File: src/rtl/fifo_drain_rr_arbiter_if.sv
// Source-FIFO and output-stream signals of the round-robin drain arbiter.
// master = arbiter side, slave = the FIFOs plus the downstream consumer.
interface fifo_drain_rr_arbiter_if #(
  parameter int NUM_PORTS     = 4,
  parameter int WIDTH         = 32,
  parameter int LOG_NUM_PORTS = $clog2(NUM_PORTS)
);
  logic [NUM_PORTS-1:0]       src_empty;
  logic [NUM_PORTS*WIDTH-1:0] src_q;
  logic [NUM_PORTS-1:0]       src_rdreq;
  logic                       out_valid;
  logic [WIDTH-1:0]           out_data;
  logic [LOG_NUM_PORTS-1:0]   out_port;
  logic                       out_ready;
  logic                       out_burst_end;

  modport master (
    input  src_empty, src_q, out_ready,
    output src_rdreq, out_valid, out_data, out_port, out_burst_end
  );

  modport slave (
    output src_empty, src_q, out_ready,
    input  src_rdreq, out_valid, out_data, out_port, out_burst_end
  );
endinterface

File: src/rtl/fifo_drain_rr_arbiter.sv
// Drains NUM_PORTS show-ahead FIFOs round-robin (up to MAX_BURST grants per turn) into one
// registered valid/ready stage; a pop lands on out_valid one cycle later, held while stalled.
module fifo_drain_rr_arbiter #(
  parameter int NUM_PORTS     = 4,
  parameter int LOG_NUM_PORTS = $clog2(NUM_PORTS),
  parameter int WIDTH         = 32,
  parameter int MAX_BURST     = 1,
  parameter int LOG_BURST     = $clog2(MAX_BURST + 1)
) (
  input  logic                    clock,
  input  logic                    rst,
  fifo_drain_rr_arbiter_if.master io
);
  localparam logic [LOG_BURST-1:0] MAX_CNT = LOG_BURST'(MAX_BURST);

  logic [LOG_NUM_PORTS-1:0] last_port_q, port_q, grant;
  logic [LOG_BURST-1:0]     burst_cnt_q, burst_cnt_d;
  logic [WIDTH-1:0]         data_q, head;
  logic                     valid_q, burst_end_q;
  logic [NUM_PORTS-1:0]     req;
  logic                     in_burst, found, load;
  int                       idx;

  assign req      = ~io.src_empty;
  assign in_burst = (burst_cnt_q != '0) && (burst_cnt_q < MAX_CNT);
  assign load     = ~rst & (~valid_q | io.out_ready) & (|req);

  always_comb begin
    grant = last_port_q;
    found = in_burst && req[last_port_q];
    idx   = 0;
    // Scan ends on last_port_q itself, so a lone requester keeps the grant.
    for (int i = 1; i <= NUM_PORTS; i++) begin
      idx = (int'(last_port_q) + i) % NUM_PORTS;
      if (!found && req[LOG_NUM_PORTS'(idx)]) begin
        grant = LOG_NUM_PORTS'(idx);
        found = 1'b1;
      end
    end
  end

  always_comb begin
    head = '0;
    for (int i = 0; i < NUM_PORTS; i++) begin
      if (grant == LOG_NUM_PORTS'(i)) begin
        head = io.src_q[i*WIDTH +: WIDTH];
      end
    end
  end

  assign burst_cnt_d = (grant == last_port_q && in_burst) ? burst_cnt_q + 1'b1
                                                          : LOG_BURST'(1);

  assign io.src_rdreq     = load ? (NUM_PORTS'(1) << grant) : '0;
  assign io.out_valid     = valid_q;
  assign io.out_data      = data_q;
  assign io.out_port      = port_q;
  assign io.out_burst_end = burst_end_q;

  // Idle gaps leave burst_cnt_q alone, so a burst resumes where it stopped.
  always_ff @(posedge clock) begin
    if (rst) begin
      valid_q     <= 1'b0;
      data_q      <= '0;
      port_q      <= '0;
      burst_end_q <= 1'b0;
      last_port_q <= LOG_NUM_PORTS'(NUM_PORTS - 1);
      burst_cnt_q <= '0;
    end else if (load) begin
      valid_q     <= 1'b1;
      data_q      <= head;
      port_q      <= grant;
      burst_end_q <= (burst_cnt_d == MAX_CNT);
      last_port_q <= grant;
      burst_cnt_q <= burst_cnt_d;
    end else if (valid_q && io.out_ready) begin
      valid_q <= 1'b0;
    end
  end

`ifndef NO_DYNAMIC_ASSERTS
  a_rdreq_onehot0: assert property (@(posedge clock) $onehot0(io.src_rdreq));
  a_rdreq_nonempty: assert property (@(posedge clock) (io.src_rdreq & io.src_empty) == '0);
  a_hold_stable: assert property (@(posedge clock) disable iff (rst)
    (valid_q && !io.out_ready) |=> $stable(data_q));
`endif
endmodule
File: src/flat_wrapper.sv
// flat-port wrapper written by rule: the top's interface ports become plain ports
module fifo_drain_rr_arbiter_flat 
#(
  parameter int NUM_PORTS     = 4,
  parameter int LOG_NUM_PORTS = $clog2(NUM_PORTS),
  parameter int WIDTH         = 32,
  parameter int MAX_BURST     = 1,
  parameter int LOG_BURST     = $clog2(MAX_BURST + 1)
)
  (clock, rst, io_src_empty, io_src_q, io_out_ready, io_src_rdreq, io_out_valid, io_out_data, io_out_port, io_out_burst_end);
  fifo_drain_rr_arbiter_if #(.NUM_PORTS(NUM_PORTS), .WIDTH(WIDTH), .LOG_NUM_PORTS(LOG_NUM_PORTS)) io_i ();
  input  logic clock;
  input  logic rst;
  input wire logic [$bits(io_i.src_empty)-1:0] io_src_empty;
  input wire logic [$bits(io_i.src_q)-1:0] io_src_q;
  input wire logic [$bits(io_i.out_ready)-1:0] io_out_ready;
  output wire logic [$bits(io_i.src_rdreq)-1:0] io_src_rdreq;
  output wire logic [$bits(io_i.out_valid)-1:0] io_out_valid;
  output wire logic [$bits(io_i.out_data)-1:0] io_out_data;
  output wire logic [$bits(io_i.out_port)-1:0] io_out_port;
  output wire logic [$bits(io_i.out_burst_end)-1:0] io_out_burst_end;
  assign io_i.src_empty = io_src_empty;
  assign io_i.src_q = io_src_q;
  assign io_i.out_ready = io_out_ready;
  assign io_src_rdreq = io_i.src_rdreq;
  assign io_out_valid = io_i.out_valid;
  assign io_out_data = io_i.out_data;
  assign io_out_port = io_i.out_port;
  assign io_out_burst_end = io_i.out_burst_end;
  fifo_drain_rr_arbiter #(.NUM_PORTS(NUM_PORTS), .LOG_NUM_PORTS(LOG_NUM_PORTS), .WIDTH(WIDTH), .MAX_BURST(MAX_BURST), .LOG_BURST(LOG_BURST)) u_core (.clock(clock), .rst(rst), .io(io_i));
endmodule
File: config.mk
export PLATFORM = sky130hd
export DESIGN_NAME = fifo_drain_rr_arbiter_flat
export DESIGN_NICKNAME = d
export VERILOG_FILES = /design/src/rtl/fifo_drain_rr_arbiter_if.sv /design/src/rtl/fifo_drain_rr_arbiter.sv /design/src/flat_wrapper.sv
export SDC_FILE = /design/constraint.sdc
export NUM_CORES = 1
export LEC_CHECK = 0
export CORE_ASPECT_RATIO = 2
export CORE_MARGIN = 1.5
export CORE_UTILIZATION = 34
export DETAILED_ROUTE_END_ITERATION = 10
export GPL_ROUTABILITY_DRIVEN = 0
export PLACE_DENSITY_LB_ADDON = 0.05
export SKIP_LAST_GASP = 1
export SYNTH_ARGS = -nofsm -noshare
export SYNTH_HDL_FRONTEND = slang
export SYNTH_SLANG_ARGS = --single-unit
File: constraint.sdc
create_clock -name clock -period 3.5 [get_ports clock]
set_clock_uncertainty 0.2 [all_clocks]
set_input_delay 1.05 -clock clock [delete_from_list [all_inputs] [get_ports clock]]
set_output_delay 1.05 -clock clock [all_outputs]
set_load 0.005 [all_outputs]
==> results.md <==
* RSZ-0062 raised after global routing: false
* Synth top area share at 0.325
* CP Capture Type: output pin
* Synth warn at 0
* Vias in the first global route at 2997
* DR vias at 2886
* RR Endpoint: u_core.io.out_data[13]
* Post-Route Utilization at 0.688
* Nets at 593
* Total die area at 7410 um^2
* Hold Crit Class: register to register
* Clock Sinks at 38
* Initial antenna violation count at 0
* Most common flop cell mapped by yosys: dfxtp_1
* R2r startpoint: u_core.last_port_q[0]
* Area Overhead vs Synth at 94.8%
* WP depth at 7
* Synth cell types at 43
* Critical path class: input port to output pin
* Pre-CTS setup slack at -0.827 ns
* Synth Net Count at 405
* Crit share post-route at 0.979
* Slew headroom at 0.239
* Netlist Area Pre-Place at 2340 um^2
* Worst path cell trace: buf_2 > nor2b_4 > nor2_2 > o211a_4 > buf_4 > nor4_4 > buf_2
* IO buf count at 174
* First-pass GRT wire length at 13.8 mm
* Clock Tree Root: clkbuf_16
* Largest net degree at the start of global routing at 33
* Clock Pin Slew Worst Setup and Hold Paths at 0.06 ns
* Global-route usage over all layers at 0.247
* Status: complete, no violations
* Max-Cap Viols at 0
* Maximum clock path buffer count at 2
* Io pins at 175
* Post-synthesis sequential area ratio at 0.325
* Final non-filler cell total at 545
* Avg WL per Cell at 16.5 um
* Avg Vias per Cell at 5.30
* Worst setup path endpoint: io_src_rdreq[3]
* Final min period at 3.43 ns
* Hold buffer count at CTS at 0
* Fmax at 292 MHz
* Clock latency on the worst-skew pair at 0.28 ns
* Reg2Reg Depth at 5
* Iteration-0 DRC Markers at 77
* Final setup margin at 0.0742 ns
* Mean Syn Cell Area at 8.66 um^2
* Final setup fails at 0
* Hold Violations, Final at 0
* Detailed Routing Iterations Pass 1 at 4
* Starting Density at 0.353
* Antenna cells at 0
* CTS H-Tree Depth at 2
* Final ANT Viol Nets at 0
* CP required at 2.25 ns
* Critical-path top delay cell: o211a_4
* WHS at 0.249 ns
* Post-Route WL at 9.01 mm
* Crit path max fanout at 5
* Count leader, synth: dfxtp_1
* R2R Setup Slk at 0.99 ns
* DRC Markers at 0
* Seq. cell area at 761 um^2
* Max-slew violation total from the final report at 0
* Filler Cell Count at 563
* Synth top cells by count: dfxtp_1 (38), nor2_1 (31), nand2_1 (29)
* Design Power at 1.68 mW
* Ys async rst share at 0
* Total congestion overflow at 0
* Footprint of the multi-input gates at 1550 um^2
* Biggest area consumer among synthesized cells: dfxtp_1
* CP arrival at 2.18 ns
* CP startpoint: io_src_empty[3]
* Layout cells sized above 1 at 0.162
* Top Family by Delay on Critical Path: buffers and inverters
* CTS tree: yes
* Least-Margin Pin Slew at 1.14 ns
* Static Leak at 1.71 nW
* CTS Buf Count at 5
* CP startpoint kind: input port
* CP bufs+invs at 3
* Synth area leaders: dfxtp_1 (33%), a211oi_1 (8.3%), mux2_1 (8.2%)
* Post-synthesis instance total at 270
* Hold Path Cell Cnt at 2
* DP HPWL at 6.75 mm
* Worst path max stage delay at 0.24 ns
* CP most frequent cell: buf_2
* Peak VDD IR at 319 uV
* Pwr dens at 368 nW/um^2
* Dpl cells at 532
* Synth Register Bits at 38
* Vert. Die Dim at 120 um
* Core area at 6620 um^2
* Die width at 61.6 um
* EDFF count, synth at 0
* Rows at 42
==> metal layers <==
| layer | share of wire | global-route usage |
|---|---|---|
| met5 | 0 | 0 |
| met4 | 0.018 | 0.0758 |
| met3 | 0.076 | 0.0545 |
| met2 | 0.57 | 0.478 |
| met1 | 0.34 | 0.238 |
==> registers in the layout, summed over array words and instances, names as in the netlist <==
signal and flops:
u_core.io.out_valid 1, u_core.io.out_port 2, u_core.burst_cnt_q 1, u_core.last_port_q 2, u_core.io.out_data 32
==> how the worst min path moves through the flow <==
stage                                 startpoint                      to  slack, ns
after floorplan            u_core.io.out_data[0]   u_core.io.out_data[0]       0.25
after global placement     u_core.io.out_data[0]   u_core.io.out_data[0]       0.24
after detailed placement  u_core.io.out_data[30]  u_core.io.out_data[30]       0.25
after CTS                 u_core.io.out_data[31]  u_core.io.out_data[31]       0.25
after global routing       u_core.io.out_data[0]   u_core.io.out_data[0]       0.27
final                      u_core.io.out_data[0]   u_core.io.out_data[0]       0.25
==> kinds of logic (layout without fill, tap and decap cells) <==
family,count (synthesis),count (layout),share of synthesized area
buf+inv,26,213,0.0642
simple gates,85,85,0.163
flops,38,38,0.325
mux,21,21,0.105
compound gates,100,100,0.342
==> worst register-to-register path: cells and delay by family (launching register included) <==
family	cells	cell delay, ns
AOI/OAI and AO/OA	4	1.37
DFF	1	0.61
and+or+nand+nor	1	0.24
==> metrics by stage <==
step	TNS (ns)	area, um^2
2_1_floorplan	0	2340
3_3_place_gp	-3.00	4240
3_5_place_dp	-4.29	4240
4_1_cts	-0.0408	4550
5_1_grt	0	4560
6_report	0	4560
==> repair_timing <==
item / 4_1_cts / 5_1_grt
setup endpoints to repair: 4 / 4
setup buffers: 7 / 1
hold endpoints to repair: 0 / 0
pin swaps: 6 / 3
gates cloned: 1 / 0
gates resized for setup: 45 / 11
==> layout make-up <==
| class | instances | area share |
|---|---|---|
| inverters | 1 | 0.000824 |
| well taps | 88 | 0.0242 |
| flip-flops and latches | 38 | 0.167 |
| multi-input cells | 206 | 0.339 |
| clock buffers | 6 | 0.0305 |
| repair buffers | 206 | 0.438 |
==> placed cells by master (no fill, tap or decap), drive strengths merged, types with 14 or more instances in the layout <==
cell	Yosys	final
dfxtp	38	38
clkdlybuf4s50	0	164
a211oi	32	32
mux2	19	19
nand2	29	29
a221oi	15	15
nor2	31	31
o21ai	15	15
nor2b	14	14
buf	13	35
==> power breakdown <==
part | switching (mW) | leakage [nW] | internal, mW
Combinational | 0.282 | 1.32 | 0.417
Clock | 0.173 | 0.0688 | 0.275
Sequential | 0.0380 | 0.316 | 0.493
Total | 0.493 | 1.71 | 1.19
(Power assumes the default switching activity.)
